File: config.mk
export PLATFORM = sky130hd
export DESIGN_NAME = branch_predictor_flat
export DESIGN_NICKNAME = d
export VERILOG_FILES = /design/src/rtl/branch_predictor_pkg.sv /design/src/rtl/branch_predictor_if.sv /design/src/rtl/branch_predictor_btb_ram.sv /design/src/rtl/branch_predictor.sv /design/src/flat_wrapper.sv
export SDC_FILE = /design/constraint.sdc
export NUM_CORES = 2
export LEC_CHECK = 0
export BUFFER_PORTS_ARGS = -buffer_cell sky130_fd_sc_hd__buf_2
export CAP_MARGIN = 20
export CORE_MARGIN = 4
export CORE_UTILIZATION = 40
export CTS_CLUSTER_SIZE = 30
export DETAILED_ROUTE_END_ITERATION = 12
export PLACE_DENSITY = 0.58
export SLEW_MARGIN = 20
export SYNTH_ARGS = -nofsm -noshare
export SYNTH_HDL_FRONTEND = slang
export SYNTH_SLANG_ARGS = --single-unit
File: constraint.sdc
create_clock -name clk -period 7.6 [get_ports clk]
set_clock_uncertainty 0.05 [all_clocks]
set_input_delay 0.76 -clock clk [delete_from_list [all_inputs] [get_ports clk]]
set_output_delay 0.76 -clock clk [all_outputs]
set_load 0.03 [all_outputs]
File: src/rtl/branch_predictor_pkg.sv
// ============================================================================
// Module      : branch_predictor_pkg
// Description : Shared types and constants for the BTB branch predictor.
// Revision    : 1.0 - initial release
// ============================================================================
`default_nettype none

package branch_predictor_pkg;

    // Default BTB depth and the index/tag split it implies.
    localparam int ENTRIES_DEF = 16;
    localparam int IDX_W_DEF   = $clog2(ENTRIES_DEF);
    localparam int TAG_W_DEF   = 30 - IDX_W_DEF;

    // The smallest legal BTB (4 entries) gives the widest tag, so the
    // stored tag field is sized for that and zero-extended otherwise.
    localparam int TAG_W_MAX   = 28;

    // Decode-stage jump encoding.
    localparam logic [1:0] JUMP_NONE = 2'b00;
    localparam logic [1:0] JUMP_J    = 2'b01;
    localparam logic [1:0] JUMP_JR   = 2'b10;

    // Two-bit saturating direction counter.
    typedef enum logic [1:0] {
        CTR_SNT = 2'b00,
        CTR_WNT = 2'b01,
        CTR_WT  = 2'b10,
        CTR_ST  = 2'b11
    } ctr_t;

    typedef struct packed {
        logic                 valid;
        logic [TAG_W_MAX-1:0] tag;
        logic [31:0]          target;
        ctr_t                 ctr;
    } btb_entry_t;

    // Tag of a PC for a BTB with 2**idx_w entries, zero-extended.
    function automatic logic [TAG_W_MAX-1:0] pc_tag(input logic [31:0] pc,
                                                    input int          idx_w);
        logic [31:0] shifted;
        shifted = pc >> (idx_w + 2);
        return shifted[TAG_W_MAX-1:0];
    endfunction

    function automatic ctr_t ctr_inc(input ctr_t c);
        return (c == CTR_ST) ? CTR_ST : ctr_t'(c + 2'b01);
    endfunction

    function automatic ctr_t ctr_dec(input ctr_t c);
        return (c == CTR_SNT) ? CTR_SNT : ctr_t'(c - 2'b01);
    endfunction

endpackage

`default_nettype wire

File: src/rtl/branch_predictor_if.sv
// ============================================================================
// Module      : branch_predictor_if
// Description : Fetch/decode signal bundle between the pipeline and the
//               branch predictor.
// Revision    : 1.0 - initial release
// ============================================================================
`default_nettype none

interface branch_predictor_if;

    logic [31:0] pc_f;
    logic [31:0] predict_pc;
    logic        stall_d;
    logic        flush_d;
    logic [31:0] pc_d;
    logic        branch_d;
    logic        pc_src_d;
    logic [31:0] pc_branch_d;
    logic [1:0]  jump_d;
    logic [31:0] jump_target_d;
    logic        predict_miss;

    // Pipeline side drives fetch/decode information.
    modport master (
        output pc_f, stall_d, flush_d, pc_d, branch_d, pc_src_d,
               pc_branch_d, jump_d, jump_target_d,
        input  predict_pc, predict_miss
    );

    // Predictor side.
    modport slave (
        input  pc_f, stall_d, flush_d, pc_d, branch_d, pc_src_d,
               pc_branch_d, jump_d, jump_target_d,
        output predict_pc, predict_miss
    );

endinterface

`default_nettype wire

File: src/rtl/branch_predictor_btb_ram.sv
// ============================================================================
// Module      : btb_ram
// Description : Direct-mapped BTB storage. Two combinational read ports
//               (fetch lookup, decode update), one synchronous write port,
//               synchronous clear on reset.
// Revision    : 1.0 - initial release
// ============================================================================
`default_nettype none

module btb_ram
    import branch_predictor_pkg::*;
#(
    parameter int ENTRIES = ENTRIES_DEF,
    localparam int IDX_W  = $clog2(ENTRIES)
) (
    input  wire logic             clk,
    input  wire logic             reset,
    input  wire logic [IDX_W-1:0] rd_a_idx,
    output btb_entry_t            rd_a_entry,
    input  wire logic [IDX_W-1:0] rd_b_idx,
    output btb_entry_t            rd_b_entry,
    input  wire logic             we,
    input  wire logic [IDX_W-1:0] wr_idx,
    input  btb_entry_t            wr_entry
);

    btb_entry_t mem_q [ENTRIES];

    // Storage: reset clears valid and parks counters at weakly-not-taken.
    always_ff @(posedge clk) begin
        if (reset) begin
            for (int i = 0; i < ENTRIES; i++) begin
                mem_q[i] <= '{valid: 1'b0, tag: '0, target: '0, ctr: CTR_WNT};
            end
        end else if (we) begin
            mem_q[wr_idx] <= wr_entry;
        end
    end

    // Reads see the pre-write contents when an index is written this cycle.
    assign rd_a_entry = mem_q[rd_a_idx];
    assign rd_b_entry = mem_q[rd_b_idx];

endmodule

`default_nettype wire

File: src/rtl/branch_predictor.sv
// ============================================================================
// Module      : branch_predictor
// Description : BTB-based next-PC predictor with 2-bit counters. Predicts in
//               fetch, checks and trains in decode.
// Revision    : 1.0 - initial release
// ============================================================================
`default_nettype none

module branch_predictor
    import branch_predictor_pkg::*;
#(
    parameter int ENTRIES = ENTRIES_DEF
) (
    input  wire logic         clk,
    input  wire logic         reset,
    branch_predictor_if.slave bp
);

    localparam int IDX_W = $clog2(ENTRIES);

    // ------------------------------------------------------------------
    // Fetch-side lookup
    // ------------------------------------------------------------------
    logic [IDX_W-1:0]     w_idx_f;
    logic [TAG_W_MAX-1:0] w_tag_f;
    btb_entry_t           w_entry_f;
    logic                 w_hit_f;
    logic [31:0]          w_predict_pc;

    assign w_idx_f      = bp.pc_f[IDX_W+1:2];
    assign w_tag_f      = pc_tag(bp.pc_f, IDX_W);
    assign w_hit_f      = w_entry_f.valid && (w_entry_f.tag == w_tag_f);
    assign w_predict_pc = (w_hit_f && w_entry_f.ctr[1]) ? w_entry_f.target
                                                        : bp.pc_f + 32'd4;
    assign bp.predict_pc = w_predict_pc;

    // ------------------------------------------------------------------
    // F->D prediction register
    // ------------------------------------------------------------------
    logic [31:0] pred_pc_q;
    logic        valid_q;

    // Capture the prediction for the instruction moving into decode;
    // flush bubbles it and takes priority over stall.
    always_ff @(posedge clk) begin
        if (reset) begin
            pred_pc_q <= 32'd0;
            valid_q   <= 1'b0;
        end else if (bp.flush_d) begin
            valid_q   <= 1'b0;
        end else if (!bp.stall_d) begin
            pred_pc_q <= w_predict_pc;
            valid_q   <= 1'b1;
        end
    end

    // ------------------------------------------------------------------
    // Decode-side resolution and miss detection
    // ------------------------------------------------------------------
    logic [31:0]          w_resolved_pc;
    logic                 w_taken_d;
    logic [IDX_W-1:0]     w_idx_d;
    logic [TAG_W_MAX-1:0] w_tag_d;
    btb_entry_t           w_entry_d;
    logic                 w_hit_d;

    assign w_taken_d = bp.branch_d && bp.pc_src_d;

    // Resolved next PC of the decoding instruction.
    always_comb begin
        w_resolved_pc = bp.pc_d + 32'd4;
        if (bp.jump_d == JUMP_J) begin
            w_resolved_pc = bp.jump_target_d;
        end else if (w_taken_d) begin
            w_resolved_pc = bp.pc_branch_d;
        end
    end

    // jr targets come from the register file, fetch handles those itself.
    assign bp.predict_miss = valid_q && !bp.jump_d[1] &&
                             (w_resolved_pc != pred_pc_q);

    assign w_idx_d = bp.pc_d[IDX_W+1:2];
    assign w_tag_d = pc_tag(bp.pc_d, IDX_W);
    assign w_hit_d = w_entry_d.valid && (w_entry_d.tag == w_tag_d);

    // ------------------------------------------------------------------
    // BTB training
    // ------------------------------------------------------------------
    logic       w_upd_ok;
    logic       w_we;
    btb_entry_t w_wr_entry;

    // One training opportunity per decoded instruction: the edge on which it
    // leaves decode.
    assign w_upd_ok = valid_q && !bp.stall_d && !bp.flush_d;

    // Choose what (if anything) to write back for the decoding instruction.
    always_comb begin
        w_we       = 1'b0;
        w_wr_entry = w_entry_d;
        if (w_upd_ok) begin
            if (bp.jump_d == JUMP_J) begin
                w_we       = 1'b1;
                w_wr_entry = '{valid: 1'b1, tag: w_tag_d,
                               target: bp.jump_target_d, ctr: CTR_ST};
            end else if (bp.jump_d == JUMP_NONE) begin
                if (bp.branch_d) begin
                    if (w_hit_d) begin
                        w_we = 1'b1;
                        if (bp.pc_src_d) begin
                            w_wr_entry.ctr    = ctr_inc(w_entry_d.ctr);
                            w_wr_entry.target = bp.pc_branch_d;
                        end else begin
                            w_wr_entry.ctr    = ctr_dec(w_entry_d.ctr);
                        end
                    end else if (bp.pc_src_d) begin
                        w_we       = 1'b1;
                        w_wr_entry = '{valid: 1'b1, tag: w_tag_d,
                                       target: bp.pc_branch_d, ctr: CTR_WT};
                    end
                end else if (w_hit_d) begin
                    // Entry describes something that is no longer a branch.
                    w_we             = 1'b1;
                    w_wr_entry.valid = 1'b0;
                end
            end
        end
    end

    btb_ram #(
        .ENTRIES (ENTRIES)
    ) u_btb_ram (
        .clk        (clk),
        .reset      (reset),
        .rd_a_idx   (w_idx_f),
        .rd_a_entry (w_entry_f),
        .rd_b_idx   (w_idx_d),
        .rd_b_entry (w_entry_d),
        .we         (w_we),
        .wr_idx     (w_idx_d),
        .wr_entry   (w_wr_entry)
    );

endmodule

`default_nettype wire
File: src/flat_wrapper.sv
// flat-port wrapper written by rule: the top's interface ports become plain ports
module branch_predictor_flat import branch_predictor_pkg::*;
#(
    parameter int ENTRIES = ENTRIES_DEF
)
  (clk, reset, bp_pc_f, bp_stall_d, bp_flush_d, bp_pc_d, bp_branch_d, bp_pc_src_d, bp_pc_branch_d, bp_jump_d, bp_jump_target_d, bp_predict_pc, bp_predict_miss);
  branch_predictor_if bp_i ();
  input  wire logic clk;
  input  wire logic reset;
  input wire logic [$bits(bp_i.pc_f)-1:0] bp_pc_f;
  input wire logic [$bits(bp_i.stall_d)-1:0] bp_stall_d;
  input wire logic [$bits(bp_i.flush_d)-1:0] bp_flush_d;
  input wire logic [$bits(bp_i.pc_d)-1:0] bp_pc_d;
  input wire logic [$bits(bp_i.branch_d)-1:0] bp_branch_d;
  input wire logic [$bits(bp_i.pc_src_d)-1:0] bp_pc_src_d;
  input wire logic [$bits(bp_i.pc_branch_d)-1:0] bp_pc_branch_d;
  input wire logic [$bits(bp_i.jump_d)-1:0] bp_jump_d;
  input wire logic [$bits(bp_i.jump_target_d)-1:0] bp_jump_target_d;
  output wire logic [$bits(bp_i.predict_pc)-1:0] bp_predict_pc;
  output wire logic [$bits(bp_i.predict_miss)-1:0] bp_predict_miss;
  assign bp_i.pc_f = bp_pc_f;
  assign bp_i.stall_d = bp_stall_d;
  assign bp_i.flush_d = bp_flush_d;
  assign bp_i.pc_d = bp_pc_d;
  assign bp_i.branch_d = bp_branch_d;
  assign bp_i.pc_src_d = bp_pc_src_d;
  assign bp_i.pc_branch_d = bp_pc_branch_d;
  assign bp_i.jump_d = bp_jump_d;
  assign bp_i.jump_target_d = bp_jump_target_d;
  assign bp_predict_pc = bp_i.predict_pc;
  assign bp_predict_miss = bp_i.predict_miss;
  branch_predictor #(.ENTRIES(ENTRIES)) u_core (.clk(clk), .reset(reset), .bp(bp_i));
endmodule
== After elaboration in Yosys (flattened, before gate mapping) ==
Memory sizes are Yosys's and may differ from the RTL's.
Cells that the tools add are included.

* Bits in registers: 33
* Memory bits (writable): 1008
* Input bits: 136
* Output and inout bits: 33
* Word-level logic and storage cells: 61
* Memories kept: 1

{| class="wikitable"
|+ Memory list
! name !! words !! width !! rd ports !! clocked after memory_dff !! write ports !! RTL line !! RTL
|-
| u_core.u_btb_ram.mem_q || 16 || 63 || 2 || 0 || 16 || branch_predictor_btb_ram.sv:27 || <nowiki>btb_entry_t mem_q [ENTRIES];</nowiki>
|}

* $add $sub $neg: 4
* Equal/unequal tests: 5
* Multiplexer cells: 31
* Bitwise operators: 2
* Reduce and logical (&&, ||, !) cells: 16

{| class="wikitable"
|+ Operator list
! operator !! number
|-
| $mux W63 || 5
|-
| $mux W32 || 4
|-
| $add A32 B3 Y32 const B || 2
|-
| $reduce_or A63 Y1 || 1
|-
| $mux W62 || 1
|-
| $eq A28 B26 Y1 || 2
|-
| $mux W34 || 1
|-
| $ne A32 B32 Y1 || 1
|-
| $mux W29 || 1
|-
| $mux W1 || 15
|-
| $logic_and A1 B1 Y1 || 8
|-
| $mux W2 || 3
|-
| $logic_not A2 Y1 || 2
|-
| $mux W4 || 1
|-
| $logic_not A1 Y1 || 3
|-
| $add A2 B1 Y2 const B || 1
|-
| $eq A2 B1 Y1 const B || 1
|-
| $eq A2 B2 Y1 const B || 1
|-
| $not A1 Y1 || 2
|-
| $reduce_and A2 Y1 || 1
|-
| $reduce_or A2 Y1 || 1
|-
| $sub A2 B1 Y2 const B || 1
|}

== Longest topological paths before layout ==
An unclocked memory read counts as a cell.

* Word-level depth: 13
* Gate-level depth with buffers: 19
* Gate-level depth less buffers: 11

== By module ==
Synthesis repeated with hierarchy kept, for this count alone.

* Cell total of the unflattened synthesis: 4096
* Area, all modules: 57596.5 um^2

{| class="wikitable"
|+ By module, submodules not included
! module !! instances !! cells each !! area each (um^2) !! seq. area each (um^2)
|-
| btb_ram || 1 || 3273 || 51892.3 || 30269.0
|-
| branch_predictor || 1 || 823 || 5704.2 || 660.6
|}

== Least setup slack after synthesis ==
OpenSTA, ideal clock, no wires.

* Kind: input to register
* Start point: input bp_pc_d[3]
* End point: memory u_core.u_btb_ram.mem_q[10][0] (netlist bit) (enable)
* Setup time: 0.431 ns
* Arrival time: 5.252 ns
* Data required time: 7.119 ns
* Path slack: 1.866 ns
* Cell stages on the path: 15
* Path buffers: 6
* Cells stage by stage: buf_2 > buf_6 > buf_6 > buf_2 > buf_4 > mux4_2 > mux2i_1 > o21ai_1 > a221o_1 > a211oi_1 > nand4_1 > nor4_4 > buf_2 > o21ai_1 > nand2b_1

{| class="wikitable"
|+ RTL lines
! element !! RTL line !! RTL
|-
| start, declared || flat_wrapper.sv:13 || <nowiki>input wire logic [$bits(bp_i.pc_d)-1:0] bp_pc_d;</nowiki>
|-
| end, declared || branch_predictor_btb_ram.sv:27 ||
|}

== Worst setup path in the final report ==
* Start point: input bp_pc_f[3]
* End point: output bp_predict_pc[21]

* Word-level cells in the longest chain between the ends: 5
* Elaborated cells between the ends (all ways): 6
* Classes of those cells: 1 x add/sub; 1 x eq/ne; 1 x mux; 2 x reduce/logical; 1 x memory

{| class="wikitable"
|+ RTL lines
! element !! RTL line !! RTL
|-
| start, declared || flat_wrapper.sv:10 || <nowiki>input wire logic [$bits(bp_i.pc_f)-1:0] bp_pc_f;</nowiki>
|-
| $mem_v2 Z16 W63 || -- ||
|-
| $eq A28 B26 Y1 || branch_predictor.sv:32 || <nowiki>assign w_hit_f = w_entry_f.valid && (w_entry_f.tag == w_tag_f);</nowiki>
|-
| $logic_and A1 B1 Y1 || branch_predictor.sv:32 ||
|-
| $logic_and A1 B1 Y1 || branch_predictor.sv:33 || <nowiki>assign w_predict_pc = (w_hit_f && w_entry_f.ctr[1]) ? w_entry_f.target</nowiki>
|-
| $mux W32 * || branch_predictor.sv:33 ||
|-
| end, declared || flat_wrapper.sv:19 || <nowiki>output wire logic [$bits(bp_i.predict_pc)-1:0] bp_predict_pc;</nowiki>
|}

Mark *: on every way between the ends. The rest lies on a longest branch, timed or not.

==> results.yml <==
run_status:
  status: "complete, no violations"
synth:
  synth_enable_flop_cells: 1008
  ys_async_sr_fraction: 0
  ys_types: 90
  netlist_area_um2: 57000
  ys_warn_count: 0
  ys.flop_type: "edfxtp_1"
  seq_area_frac_synth: 0.5426
  syn_area_per_cell_um2: 13.70
  ys_ff_latch: 1041
  syn-instance-count: 4161
sta:
  period_needed_ps: 6300
  setup_viol: 0
  max_slew_margin: 0.2506
  tns_ps: 0
  fmax_ghz: 0.1587
  worst_slew_pin_slew_ps: 1120
  postLayoutSetupSlackWorst_ps: 1300
  rsz0062_at_grt: "no"
  period_share: 0.8289
  final_max_slew_viol_count: 0
  hold_slack_ps: 169.0
  hold_viol_final: 0
worst_setup_path:
  r2r_start: "u_core.u_btb_ram.mem_q[7][48]"
  crit_slowest_cell: "and4_2"
  crit_type: "in2out"
  cp_common_cell: "buf_4"
  crit_path_start_kind: "input port"
  critPathMaxFanout: 83
  path_cells: "buf_8 -> buf_4 -> buf_4 -> mux4_2 -> mux4_2 -> xnor2_1 -> nand2_1 -> nor4_1 -> and4_2 -> buf_4 -> mux2_2 -> buf_2"
  required_ps: 6790
  crit_path_end_kind: "output port"
  cp.arrival_ps: 5490
  slowest_delay_ps: 810
  crit_path_start: "bp_pc_f[3]"
place:
  gp_congestion: 0.9950
  postPlaceCellArea_um2: 60480
  dp_hpwl_um: 141000
  dp_cells: 5997
  io_buffer_count: 168
  dp_slack_ps: 1320
finish:
  fin_util: 0.4532
  layout.nets: 4363
  final_layout_size_suffix_gt1_frac: 0.2825
  final_area_um2: 64160
  nFillCells: 12770
  syn_to_final_growth_pct: 12.57
  final-instance-count-excl-fill: 6219
global_route:
  grt_usage: 0.3005
  grt_pass1_vias: 40330
  globalRouteOverflowTotal: 0
  grt_max_degree: 84
  grt_first_pass_wirelength_um: 314200
  antenna_found_initial: 26
pwr:
  vdd_ir_drop_max_v: 0.0001880
  clockPowerShare: 0.392
  power.net_switching_mw: 3.817
  pwr-share-comb: 0.140
  leakage_nw: 21.67
  finalPower_mw: 14.05
  p_int_mw: 10.23
  seq_power_share: 0.468
  power_density_nw_per_um2: 218.9
  switching_share: 0.2717
floorplanning:
  dieArea_um2: 148600
  ios: 169
  start_util: 0.4026
  die_y_um: 385.5
  coreArea_um2: 141600
  die_w_um: 385.5
  num_rows: 138
cts:
  cts_setup_buffers: 0
  clkLatencyLatePin_ps: 770
  ctsHoldBuffers: 0
  clock_sink_count: 1041
  cts_tree: "built"
  clock_path_buffers: 3
  clockRootBuffer: "clkbuf_16"
  path_clk_slew_ps: 60
  cts_resized: 0
  cts_max_level: 3
  numCtsBuffers: 113
route:
  drt_iter0_drc: 6504
  vias_per_cell: 6.682
  routedWlPerCell_um: 36.28
  drc_errors: 0
  drtPass1Iterations: 6
  vias: 41550
  routed_wirelength_um: 225600
  drtAntennaViolNets: 0
hold_path:
  hold_path_class: "in2reg"
  min-delay-start: "bp_flush_d"
flow_run:
  maxCapViolCount: 0
-- power groups by stage --
stage / logic [mW] / registers, mW / clock network (mW)
floorplan: 1.20 / 6.67 / 0
global placement: 1.90 / 6.68 / 0
detailed placement: 1.90 / 6.69 / 0
CTS: 1.91 / 6.57 / 5.53
global route: 2.03 / 6.60 / 5.77
finish: 1.97 / 6.58 / 5.50
-- flip-flops by register name, indices dropped and copies added, names as in the netlist --
signal	count
u_core.u_btb_ram.mem_q	1008
u_core.valid_q	1
u_core.pred_pc_q	32
-- cell usage after synthesis, drive strengths merged, types with 9 or more instances --
cell       n  area (µm²)
a211oi    27       332.8
o22ai     19       118.9
inv       29       108.9
a222oi    12       120.1
mux4     514       11580
a22o      43       376.6
clkbuf   285        1070
nor3     126       630.6
xnor2     79       691.9
o21ai     57       285.3
edfxtp  1008       30270
or4        9       71.32
nand4     20       125.1
a22oi     55       412.9
a31oi     14       87.58
a221oi    12       128.9
mux2i    101        1011
o211ai    10       75.07
and3      12       75.07
nand3b    19       142.6
nand2b    33       206.5
dfxtp     33       660.6
buf      123       713.2
nand3     51       255.2
or3       29       181.4
and2      15       93.84
nor4      48       321.6
nor2     915        3535
nor2b     13       81.33
nand2     91       341.6
a21oi    143       730.7
mux2      73       822.0
xor2      34       297.8
-- path summary, 6_finish.rpt --
kind                                    end  slack (ps)  depth (start not counted)
max                       bp_predict_pc[21]        1300                         12
min reg2reg            u_core.pred_pc_q[29]         460                          1
min                          u_core.valid_q         170                          2
max reg2reg  u_core.u_btb_ram.mem_q[14][35]        2480                          9
-- cell type report --
| type | instances | area [µm²] | area share |
|---|---|---|---|
| clock inverter | 73 | 675.6 | 0.01053 |
| clock buffer | 132 | 2920 | 0.04551 |
| sequential | 1041 | 30930 | 0.4821 |
| tap | 1890 | 2365 | 0.03686 |
| multi-input combinational | 2714 | 24750 | 0.3858 |
| timing repair buffer | 323 | 2362 | 0.03682 |
| inverter | 29 | 113.9 | 0.001775 |
| antenna | 17 | 42.54 | 0.0006630 |
-- placed cells by master (no fill, tap or decap), drive strengths merged, types with 8 or more instances in the layout --
cell      netlist  final
o211ai         10     10
clkbuf        285    132
nand2b         33     33
a222oi         12     12
nor2b          13     13
edfxtp       1008   1008
and2           15     15
buf           123    323
inv            29     32
a22oi          55     55
o21ai          57     57
or4             9      9
a22o           43     43
or2             8      8
a21oi         143    143
a211oi         27     27
bufinv          0      9
and3           12     12
a221oi         12     12
nor2          915    915
nand4          20     20
nor4           48     48
diode           0     17
nand2          91     91
xor2           34     34
nor3          126    126
mux2i         101    101
dfxtp          33     33
mux2           73     73
nand3b         19     19
a31oi          14     14
conb            1     32
clkinv          0     53
mux4          514    514
and4            8      8
o22ai          19     19
xnor2          79     79
or3            29     29
clkinvlp        0      8
nand3          51     51
-- worst max-delay path: cells and delay by family --
family	cells	cell delay, ps
XOR/XNOR	1	180
buffers and inverters	5	1980
multiplexers	3	1290
AND/OR/NAND/NOR	3	1150
-- routing by layer --
| layer | track usage | vias to the layer above | part of all wire |
|---|---|---|---|
| met5 | 0 | - | 0.00042 |
| met3 | 0.1252 | 483 | 0.15 |
| li1 | - | 16330 | - |
| met2 | 0.4327 | 3120 | 0.43 |
| met1 | 0.4149 | 21600 | 0.38 |
| met4 | 0.09246 | 16 | 0.035 |
-- kinds of logic (layout without fill, tap and decap cells) --
family          after synthesis  after routing  synth area share
compound gates              458            458           0.05846
xor+xnor                    113            113           0.01736
fa+ha+maj                     5              5          0.001098
buf+inv                     437            557           0.03319
flops                      1041           1041            0.5426
mux                         688            688            0.2353
other cells                   1             49        0.00006579
simple gates               1418           1418            0.1119
No activity file was read; power rests on OpenSTA's default activity.
